==> src/rtl/instr_sequencer_pkg.sv <==
// Shared constants for the PIC16C5x fetch/decode/sequencing stage:
// ALU function codes, instruction field match values, skip classes and
// the Q1..Q4 phase encoding.
package instr_sequencer_pkg;

    localparam int INSTR_WIDTH    = 12;
    localparam int PC_WIDTH       = 9;
    localparam int FADDR_WIDTH    = 5;
    localparam int ALU_FUNC_WIDTH = 5;

    // ALU function codes
    localparam logic [ALU_FUNC_WIDTH-1:0] ALU_IDLE  = 5'd0;
    localparam logic [ALU_FUNC_WIDTH-1:0] ALU_ADDWF = 5'd1;
    localparam logic [ALU_FUNC_WIDTH-1:0] ALU_SUBWF = 5'd2;
    localparam logic [ALU_FUNC_WIDTH-1:0] ALU_ANDWF = 5'd3;
    localparam logic [ALU_FUNC_WIDTH-1:0] ALU_IORWF = 5'd4;
    localparam logic [ALU_FUNC_WIDTH-1:0] ALU_XORWF = 5'd5;
    localparam logic [ALU_FUNC_WIDTH-1:0] ALU_COMF  = 5'd6;
    localparam logic [ALU_FUNC_WIDTH-1:0] ALU_DECF  = 5'd7;
    localparam logic [ALU_FUNC_WIDTH-1:0] ALU_INCF  = 5'd8;
    localparam logic [ALU_FUNC_WIDTH-1:0] ALU_MOVF  = 5'd9;
    localparam logic [ALU_FUNC_WIDTH-1:0] ALU_RLF   = 5'd10;
    localparam logic [ALU_FUNC_WIDTH-1:0] ALU_RRF   = 5'd11;
    localparam logic [ALU_FUNC_WIDTH-1:0] ALU_SWAPF = 5'd12;
    localparam logic [ALU_FUNC_WIDTH-1:0] ALU_BCF   = 5'd13;
    localparam logic [ALU_FUNC_WIDTH-1:0] ALU_BSF   = 5'd14;
    localparam logic [ALU_FUNC_WIDTH-1:0] ALU_ANDLW = 5'd15;
    localparam logic [ALU_FUNC_WIDTH-1:0] ALU_IORLW = 5'd16;
    localparam logic [ALU_FUNC_WIDTH-1:0] ALU_XORLW = 5'd17;

    // Whole-word matches
    localparam logic [INSTR_WIDTH-1:0] NOP      = 12'h000;
    localparam logic [INSTR_WIDTH-1:0] OP_SLEEP = 12'h003;
    localparam logic [INSTR_WIDTH-1:0] OP_CLRW  = 12'h040;

    // Byte-oriented ops, matched on IR[11:6]
    localparam logic [5:0] OP_MISC   = 6'b000000;  // NOP/MOVWF/OPTION/SLEEP/CLRWDT/TRIS
    localparam logic [5:0] OP_CLR    = 6'b000001;  // CLRW/CLRF
    localparam logic [5:0] OP_SUBWF  = 6'b000010;
    localparam logic [5:0] OP_DECF   = 6'b000011;
    localparam logic [5:0] OP_IORWF  = 6'b000100;
    localparam logic [5:0] OP_ANDWF  = 6'b000101;
    localparam logic [5:0] OP_XORWF  = 6'b000110;
    localparam logic [5:0] OP_ADDWF  = 6'b000111;
    localparam logic [5:0] OP_MOVF   = 6'b001000;
    localparam logic [5:0] OP_COMF   = 6'b001001;
    localparam logic [5:0] OP_INCF   = 6'b001010;
    localparam logic [5:0] OP_DECFSZ = 6'b001011;
    localparam logic [5:0] OP_RRF    = 6'b001100;
    localparam logic [5:0] OP_RLF    = 6'b001101;
    localparam logic [5:0] OP_SWAPF  = 6'b001110;
    localparam logic [5:0] OP_INCFSZ = 6'b001111;

    // Bit and literal ops, matched on IR[11:8]
    localparam logic [3:0] OP_BCF    = 4'b0100;
    localparam logic [3:0] OP_BSF    = 4'b0101;
    localparam logic [3:0] OP_BTFSC  = 4'b0110;
    localparam logic [3:0] OP_BTFSS  = 4'b0111;
    localparam logic [3:0] OP_RETLW  = 4'b1000;
    localparam logic [3:0] OP_CALL   = 4'b1001;
    localparam logic [3:0] OP_MOVLW  = 4'b1100;
    localparam logic [3:0] OP_IORLW  = 4'b1101;
    localparam logic [3:0] OP_ANDLW  = 4'b1110;
    localparam logic [3:0] OP_XORLW  = 4'b1111;

    // GOTO, matched on IR[11:9]
    localparam logic [2:0] OP_GOTO   = 3'b101;

    // Conditional-skip classes
    localparam logic [1:0] SKIP_NONE = 2'd0;
    localparam logic [1:0] SKIP_ZERO = 2'd1;  // DECFSZ/INCFSZ: skip on zero ALU result
    localparam logic [1:0] SKIP_BCLR = 2'd2;  // BTFSC: skip when tested bit is 0
    localparam logic [1:0] SKIP_BSET = 2'd3;  // BTFSS: skip when tested bit is 1

    // One-hot instruction-cycle phase, bit order {Q4,Q3,Q2,Q1}
    typedef enum logic [3:0] {
        Q1 = 4'b0001,
        Q2 = 4'b0010,
        Q3 = 4'b0100,
        Q4 = 4'b1000
    } qState_t;

    // Resolve whether the current instruction skips the prefetched word.
    function automatic logic skipTaken(input logic [1:0] kind,
                                       input logic [7:0] fData,
                                       input logic [2:0] bitSel,
                                       input logic [7:0] aluResult);
        logic taken;
        taken = 1'b0;
        case (kind)
            SKIP_ZERO: taken = (aluResult == 8'h00);
            SKIP_BCLR: taken = ~fData[bitSel];
            SKIP_BSET: taken = fData[bitSel];
            default:   taken = 1'b0;
        endcase
        return taken;
    endfunction

endpackage

==> src/rtl/instr_sequencer_decode.sv <==
// Purely combinational instruction decoder: IR -> ALU function, literal,
// destination, STATUS update, branch class and skip class.
module instr_sequencer_decode
    import instr_sequencer_pkg::*;
(
    input  logic [INSTR_WIDTH-1:0]    ir,
    output logic [ALU_FUNC_WIDTH-1:0] aluFunc,
    output logic [7:0]                literal,
    output logic                      litToW,
    output logic                      wDest,
    output logic                      fDest,
    output logic                      statusUpd,
    output logic                      isGoto,
    output logic                      isCall,
    output logic                      isRetlw,
    output logic                      isSleep,
    output logic [1:0]                skipKind
);

    // Set for byte-oriented ops whose destination comes from d = IR[5]
    logic isFop;

    // Opcode classification; anything not matched falls through as NOP
    always_comb begin
        aluFunc   = ALU_IDLE;
        literal   = ir[7:0];
        litToW    = 1'b0;
        wDest     = 1'b0;
        fDest     = 1'b0;
        statusUpd = 1'b0;
        isGoto    = 1'b0;
        isCall    = 1'b0;
        isRetlw   = 1'b0;
        isSleep   = 1'b0;
        skipKind  = SKIP_NONE;
        isFop     = 1'b0;

        if (ir[11:10] == 2'b00) begin
            case (ir[11:6])
                OP_MISC: begin
                    if (ir[5]) begin
                        // MOVWF: W passes through an OR with zero into f
                        aluFunc = ALU_IORLW;
                        literal = 8'h00;
                        fDest   = 1'b1;
                    end else if (ir == OP_SLEEP) begin
                        isSleep = 1'b1;
                    end
                end
                OP_CLR: begin
                    if (ir[5]) begin
                        // CLRF: AND with zero, result to f
                        aluFunc   = ALU_ANDLW;
                        literal   = 8'h00;
                        fDest     = 1'b1;
                        statusUpd = 1'b1;
                    end else if (ir == OP_CLRW) begin
                        aluFunc   = ALU_ANDLW;
                        literal   = 8'h00;
                        wDest     = 1'b1;
                        statusUpd = 1'b1;
                    end
                end
                OP_SUBWF:  begin aluFunc = ALU_SUBWF; isFop = 1'b1; statusUpd = 1'b1; end
                OP_DECF:   begin aluFunc = ALU_DECF;  isFop = 1'b1; statusUpd = 1'b1; end
                OP_IORWF:  begin aluFunc = ALU_IORWF; isFop = 1'b1; statusUpd = 1'b1; end
                OP_ANDWF:  begin aluFunc = ALU_ANDWF; isFop = 1'b1; statusUpd = 1'b1; end
                OP_XORWF:  begin aluFunc = ALU_XORWF; isFop = 1'b1; statusUpd = 1'b1; end
                OP_ADDWF:  begin aluFunc = ALU_ADDWF; isFop = 1'b1; statusUpd = 1'b1; end
                OP_MOVF:   begin aluFunc = ALU_MOVF;  isFop = 1'b1; statusUpd = 1'b1; end
                OP_COMF:   begin aluFunc = ALU_COMF;  isFop = 1'b1; statusUpd = 1'b1; end
                OP_INCF:   begin aluFunc = ALU_INCF;  isFop = 1'b1; statusUpd = 1'b1; end
                OP_RRF:    begin aluFunc = ALU_RRF;   isFop = 1'b1; statusUpd = 1'b1; end
                OP_RLF:    begin aluFunc = ALU_RLF;   isFop = 1'b1; statusUpd = 1'b1; end
                OP_SWAPF:  begin aluFunc = ALU_SWAPF; isFop = 1'b1; end
                OP_DECFSZ: begin aluFunc = ALU_DECF;  isFop = 1'b1; skipKind = SKIP_ZERO; end
                OP_INCFSZ: begin aluFunc = ALU_INCF;  isFop = 1'b1; skipKind = SKIP_ZERO; end
                default:   ;
            endcase
        end else if (ir[11:9] == OP_GOTO) begin
            isGoto = 1'b1;
        end else begin
            case (ir[11:8])
                OP_BCF:   begin aluFunc = ALU_BCF; fDest = 1'b1; end
                OP_BSF:   begin aluFunc = ALU_BSF; fDest = 1'b1; end
                OP_BTFSC: skipKind = SKIP_BCLR;
                OP_BTFSS: skipKind = SKIP_BSET;
                OP_RETLW: begin litToW = 1'b1; wDest = 1'b1; isRetlw = 1'b1; end
                OP_CALL:  isCall = 1'b1;
                OP_MOVLW: begin litToW = 1'b1; wDest = 1'b1; end
                OP_IORLW: begin aluFunc = ALU_IORLW; wDest = 1'b1; statusUpd = 1'b1; end
                OP_ANDLW: begin aluFunc = ALU_ANDLW; wDest = 1'b1; statusUpd = 1'b1; end
                OP_XORLW: begin aluFunc = ALU_XORLW; wDest = 1'b1; statusUpd = 1'b1; end
                default:  ;
            endcase
        end

        if (isFop) begin
            wDest = ~ir[5];
            fDest = ir[5];
        end
    end

endmodule

==> src/rtl/instr_sequencer.sv <==
// PIC16C5x instruction sequencer: Q1..Q4 phase FSM, instruction register,
// SLEEP handling and Q4-only strobe generation. Branches and taken skips
// replace the prefetched word with NOP so it executes as an idle cycle.
module instr_sequencer
    import instr_sequencer_pkg::*;
(
    input  logic                      clk,
    input  logic                      rst_n,
    input  logic [INSTR_WIDTH-1:0]    progData,
    input  logic [7:0]                fData,
    input  logic [7:0]                aluResult,
    input  logic                      wakeIn,
    output logic [3:0]                qPhase,
    output logic [ALU_FUNC_WIDTH-1:0] aluFunc,
    output logic [2:0]                bitSel,
    output logic [7:0]                literal,
    output logic [FADDR_WIDTH-1:0]    fAddr,
    output logic                      litToW,
    output logic                      wWriteEn,
    output logic                      fWriteEn,
    output logic                      statusWriteEn,
    output logic                      pcInc,
    output logic                      pcLoad,
    output logic [PC_WIDTH-1:0]       pcLoadAddr,
    output logic                      stackPush,
    output logic                      stackPop,
    output logic                      sleeping
);

    qState_t                state;
    logic [INSTR_WIDTH-1:0] ir;

    logic       wDest;
    logic       fDest;
    logic       statusUpd;
    logic       isGoto;
    logic       isCall;
    logic       isRetlw;
    logic       isSleep;
    logic [1:0] skipKind;
    logic       flush;

    instr_sequencer_decode uDecode (
        .ir        (ir),
        .aluFunc   (aluFunc),
        .literal   (literal),
        .litToW    (litToW),
        .wDest     (wDest),
        .fDest     (fDest),
        .statusUpd (statusUpd),
        .isGoto    (isGoto),
        .isCall    (isCall),
        .isRetlw   (isRetlw),
        .isSleep   (isSleep),
        .skipKind  (skipKind)
    );

    assign qPhase = state;
    assign bitSel = ir[7:5];
    assign fAddr  = ir[4:0];

    // CALL targets only the lower page, so bit 8 is forced to zero
    assign pcLoadAddr = isCall ? {1'b0, ir[7:0]} : ir[8:0];

    // Any control transfer discards the prefetched word
    assign flush = isGoto | isCall | isRetlw |
                   skipTaken(skipKind, fData, ir[7:5], aluResult);

    // Phase FSM, IR load, sleep latch and strobes armed on Q3->Q4 only
    always_ff @(posedge clk or negedge rst_n) begin
        if (!rst_n) begin
            state         <= Q1;
            ir            <= NOP;
            sleeping      <= 1'b0;
            wWriteEn      <= 1'b0;
            fWriteEn      <= 1'b0;
            statusWriteEn <= 1'b0;
            pcInc         <= 1'b0;
            pcLoad        <= 1'b0;
            stackPush     <= 1'b0;
            stackPop      <= 1'b0;
        end else begin
            wWriteEn      <= 1'b0;
            fWriteEn      <= 1'b0;
            statusWriteEn <= 1'b0;
            pcInc         <= 1'b0;
            pcLoad        <= 1'b0;
            stackPush     <= 1'b0;
            stackPop      <= 1'b0;
            case (state)
                Q1: begin
                    if (!sleeping) begin
                        state <= Q2;
                    end else if (wakeIn) begin
                        sleeping <= 1'b0;
                        state    <= Q2;
                    end
                end
                Q2: state <= Q3;
                Q3: begin
                    state         <= Q4;
                    wWriteEn      <= wDest;
                    fWriteEn      <= fDest;
                    statusWriteEn <= statusUpd;
                    pcLoad        <= isGoto | isCall;
                    pcInc         <= ~(isGoto | isCall | isRetlw | isSleep);
                    stackPush     <= isCall;
                    stackPop      <= isRetlw;
                end
                Q4: begin
                    state <= Q1;
                    ir    <= flush ? NOP : progData;
                    if (isSleep) begin
                        sleeping <= 1'b1;
                    end
                end
                default: state <= Q1;
            endcase
        end
    end

endmodule

==> config.mk <==
export PLATFORM = sky130hd
export DESIGN_NAME = instr_sequencer
export DESIGN_NICKNAME = d
export VERILOG_FILES = /design/src/rtl/instr_sequencer_pkg.sv /design/src/rtl/instr_sequencer_decode.sv /design/src/rtl/instr_sequencer.sv
export SDC_FILE = /design/constraint.sdc
export NUM_CORES = 1
export LEC_CHECK = 0
export ABC_CLOCK_PERIOD_IN_PS = 3100
export BUFFER_PORTS_ARGS = -buffer_cell sky130_fd_sc_hd__buf_4
export CORE_ASPECT_RATIO = 0.7
export CORE_MARGIN = 2
export CORE_UTILIZATION = 53
export CTS_BUF_LIST = sky130_fd_sc_hd__clkbuf_4
export DETAILED_ROUTE_END_ITERATION = 10
export PLACE_DENSITY = 0.88
export SETUP_SLACK_MARGIN = 0.5
export SLEW_MARGIN = 20
export SYNTH_ARGS = -nofsm -noshare
export SYNTH_HDL_FRONTEND = slang
export SYNTH_SLANG_ARGS = --single-unit
==> constraint.sdc <==
create_clock -name clk -period 3.1 [get_ports clk]
set_input_delay 0.31 -clock clk [delete_from_list [all_inputs] [get_ports clk]]
set_output_delay 0.31 -clock clk [all_outputs]
set_load 0.01 [all_outputs]
==> flow_metrics.env <==
export IMPL_ios=74
export IMPL_syn_nets=231
export IMPL_fin_tns_setup_ns=0
export IMPL_synthArstFlopShare_pct=100
export IMPL_n_fill_cell=262
export IMPL_cts_path_max_buffers=2
export IMPL_rsz0062_at_grt="true"
export IMPL_final_common_cell="buf_4"
export IMPL_drc=0
export IMPL_switching_share_pct=45.8
export IMPL_antenna_found_initial=0
export IMPL_dr_pass1_iters=4
export IMPL_cts_clk_slew_worst_paths_ns=0.13
export IMPL_leakagePower_nw=1.10
export IMPL_netlist_area_sq_mm=0.00173
export IMPL_power_frac_clock_pct=7.6
export IMPL_hold_class="primary input to flop"
export IMPL_max_freq_mhz=407
export IMPL_ant_nets=0
export IMPL_ys_ff_latch=24
export IMPL_path_buf_inv=0
export IMPL_ys_seq_area_share_pct=34.8
export IMPL_period_needed_ns=2.46
export IMPL_wl_per_cell_microns=14.8
export IMPL_dpl_hpwl_microns=3150
export IMPL_multi_input_area_sq_um=890
export IMPL_cpLargestDelayFamily="flip-flops"
export IMPL_worstSetupStartpointType="flop"
export IMPL_cts_sinks=24
export IMPL_placementRows=17
export IMPL_insertion_delay_ns=0.31
export IMPL_maxCapViolations=0
export IMPL_vias=1674
export IMPL_final_setup_viol_count=0
export IMPL_critPathSlowestCell="dfrtp_1"
export IMPL_gp_congestion=0.863
export IMPL_synthCells=200
export IMPL_seqPwrFrac_pct=34.2
export IMPL_die_w_microns=72.3
export IMPL_die_h_microns=51.8
export IMPL_num_nets_final=284
export IMPL_worstSetupEndpointType="flop"
export IMPL_ys_flop_type="dfrtp_1"
export IMPL_drive_above_1_share_pct=38.5
export IMPL_gr_total_overflow=0
export IMPL_synth_area_per_cell_sq_um=8.65
export IMPL_place_area_sq_mm=0.00216
export IMPL_relSlewSlack_pct=52.0
export IMPL_clockRootBuffer="clkbuf_4"
export IMPL_area_delta_synth_final_pct=27.5
export IMPL_cts_setup_buffers=0
export IMPL_worstMarginPinSlew_ns=0.719
export IMPL_fin_area_sq_mm=0.00221
export IMPL_vdd_drop_max_mv=0.489
export IMPL_clock_skew_ns=0.00605
export IMPL_grt_pass1_wl_microns=6980
export IMPL_viasPerCell=5.77
export IMPL_seq_area_sq_um=603
export IMPL_cts_tree="yes"
export IMPL_synth_edff_count=0
export IMPL_cp_cell_sequence="mux2_2, a222oi_1, and3_1, o41ai_2"
export IMPL_grt_total_usage_pct=23.5
export IMPL_die_area_sq_mm=0.00375
export IMPL_core_area_sq_mm=0.00313
export IMPL_drt_total_wl_microns=4280
export IMPL_io_buffers=73
export IMPL_cp_arrival_ns=2.64
export IMPL_slew_violations=0
export IMPL_path_class="flop to flop"
export IMPL_start_util_pct=55.3
export IMPL_p_int_mw=1.01
export IMPL_p_per_area_mw_per_mm2=846
export IMPL_layout_common_cells="buf_4 (75), dfrtp_1 (22), nand2_1 (20)"
export IMPL_grt_max_degree=25
export IMPL_outcome="finished clean"
export IMPL_cp_required_ns=3.28
export IMPL_hold_viol_final=0
export IMPL_cts_max_level=1
export IMPL_p_comb_share_pct=58.3
export IMPL_synth_cell_types=47
export IMPL_numCtsBuffers=3
export IMPL_hold_worst_slack_ns=0.249
export IMPL_antenna_cells=0
export IMPL_crit_path_max_fanout=13
export IMPL_cpPeakStageDelay_ns=0.68
export IMPL_yosys_warnings=0
export IMPL_period_share_pct=79.3
export IMPL_grt_pass1_vias=1463
export IMPL_drtIter0Drc=169
export IMPL_switching_power_mw=0.855
sequential cells by signal, indices dropped and copies added, names as in the netlist:
name           cells
sleeping           1
pcInc              1
ir                12
statusWriteEn      1
stackPop           1
qPhase             4
fWriteEn           1
stackPush          1
wWriteEn           1
pcLoad             1
Yosys cell counts, drive strengths merged, types with 2 or more instances:
cell type / count / area share (%)
dfrtp: 23 / 33
buf: 20 / 8.8
nand2: 20 / 4.3
inv: 18 / 3.9
nor2: 16 / 3.5
o21ai: 12 / 3.5
o41ai: 12 / 10
and2: 8 / 2.9
clkbuf: 8 / 1.7
nand2b: 6 / 2.2
nand3: 6 / 1.7
mux2: 4 / 2.8
nor3: 4 / 1.2
o311ai: 4 / 2.0
a211oi: 3 / 1.3
a21oi: 3 / 0.87
a41oi: 3 / 1.5
nand3b: 3 / 1.3
nor2b: 3 / 1.1
nor4: 3 / 1.1
a21boi: 2 / 0.87
a22o: 2 / 1.0
and3: 2 / 0.72
final timing paths:
path	start	endpoint	slack (ns)	cells past startpoint
min	progData[9]	ir[9]	0.25	3
max in group asynchronous	rst_n	qPhase[0]	2.41	2
max reg2reg	ir[5]	ir[1]	0.64	4
min reg2reg	sleeping	sleeping	0.59	1
min in group asynchronous	rst_n	qPhase[3]	0.40	2
max	ir[5]	ir[1]	0.64	4
worst register-to-register path, delay by kind of cell (launching register included):
kind / cells / cell delay [ns]
muxes: 1 / 0.40
AOI/OAI and AO/OA: 2 / 0.60
DFF: 1 / 0.68
and+or+nand+nor: 1 / 0.67
per-stage QoR:
stage	util, %	std cells	setup slack [ns]	power [mW]
floorplan	-	200	1.27	1.35
global placement	69.2	285	0.804	1.68
global route	70.6	290	0.497	2.00
CTS	70.3	290	0.625	1.85
finish	70.6	290	0.642	1.87
detailed placement	69.2	285	0.714	1.71
timing repair:
| item | CTS | global route |
|---|---|---|
| resized for setup | 0 | 2 |
| endpoints found under the setup margin | 0 | 8 |
| hold endpoints to repair | 23 | 0 |
| hold buffers | 1 | 0 |
cells by family after synthesis:
group	share of synthesized area [%]
buf+inv	14.5
mux	3.40
simple gates	22.3
flops	34.8
compound gates	25.0
metal layers:
| layer | share of wire, % | vias to the layer above | global-route usage (%) |
|---|---|---|---|
| li1 | - | 801 | - |
| met4 | 0.47 | 0 | 2.83 |
| met1 | 43 | 768 | 33.0 |
| met5 | 0 | - | 0 |
| met3 | 11 | 4 | 4.26 |
| met2 | 45 | 101 | 39.1 |
layout make-up:
cell class,instances,share of cell area [%]
repair buffers,76,26.0
flip-flops and latches,24,27.3
clock buffers,3,1.02
clock inverters,1,0.170
well taps,38,2.15
inverters,18,3.06
multi-input cells,130,40.3
power groups by stage:
| stage | registers [mW] | clock network (mW) | logic, mW |
|---|---|---|---|
| after global placement | 0.628 | 0 | 1.05 |
| after global routing | 0.662 | 0.160 | 1.17 |
| final | 0.638 | 0.141 | 1.09 |
| after detailed placement | 0.632 | 0 | 1.08 |
| after floorplan | 0.487 | 0 | 0.865 |
| after CTS | 0.626 | 0.141 | 1.09 |
No activity file was read; power rests on OpenSTA's default activity.
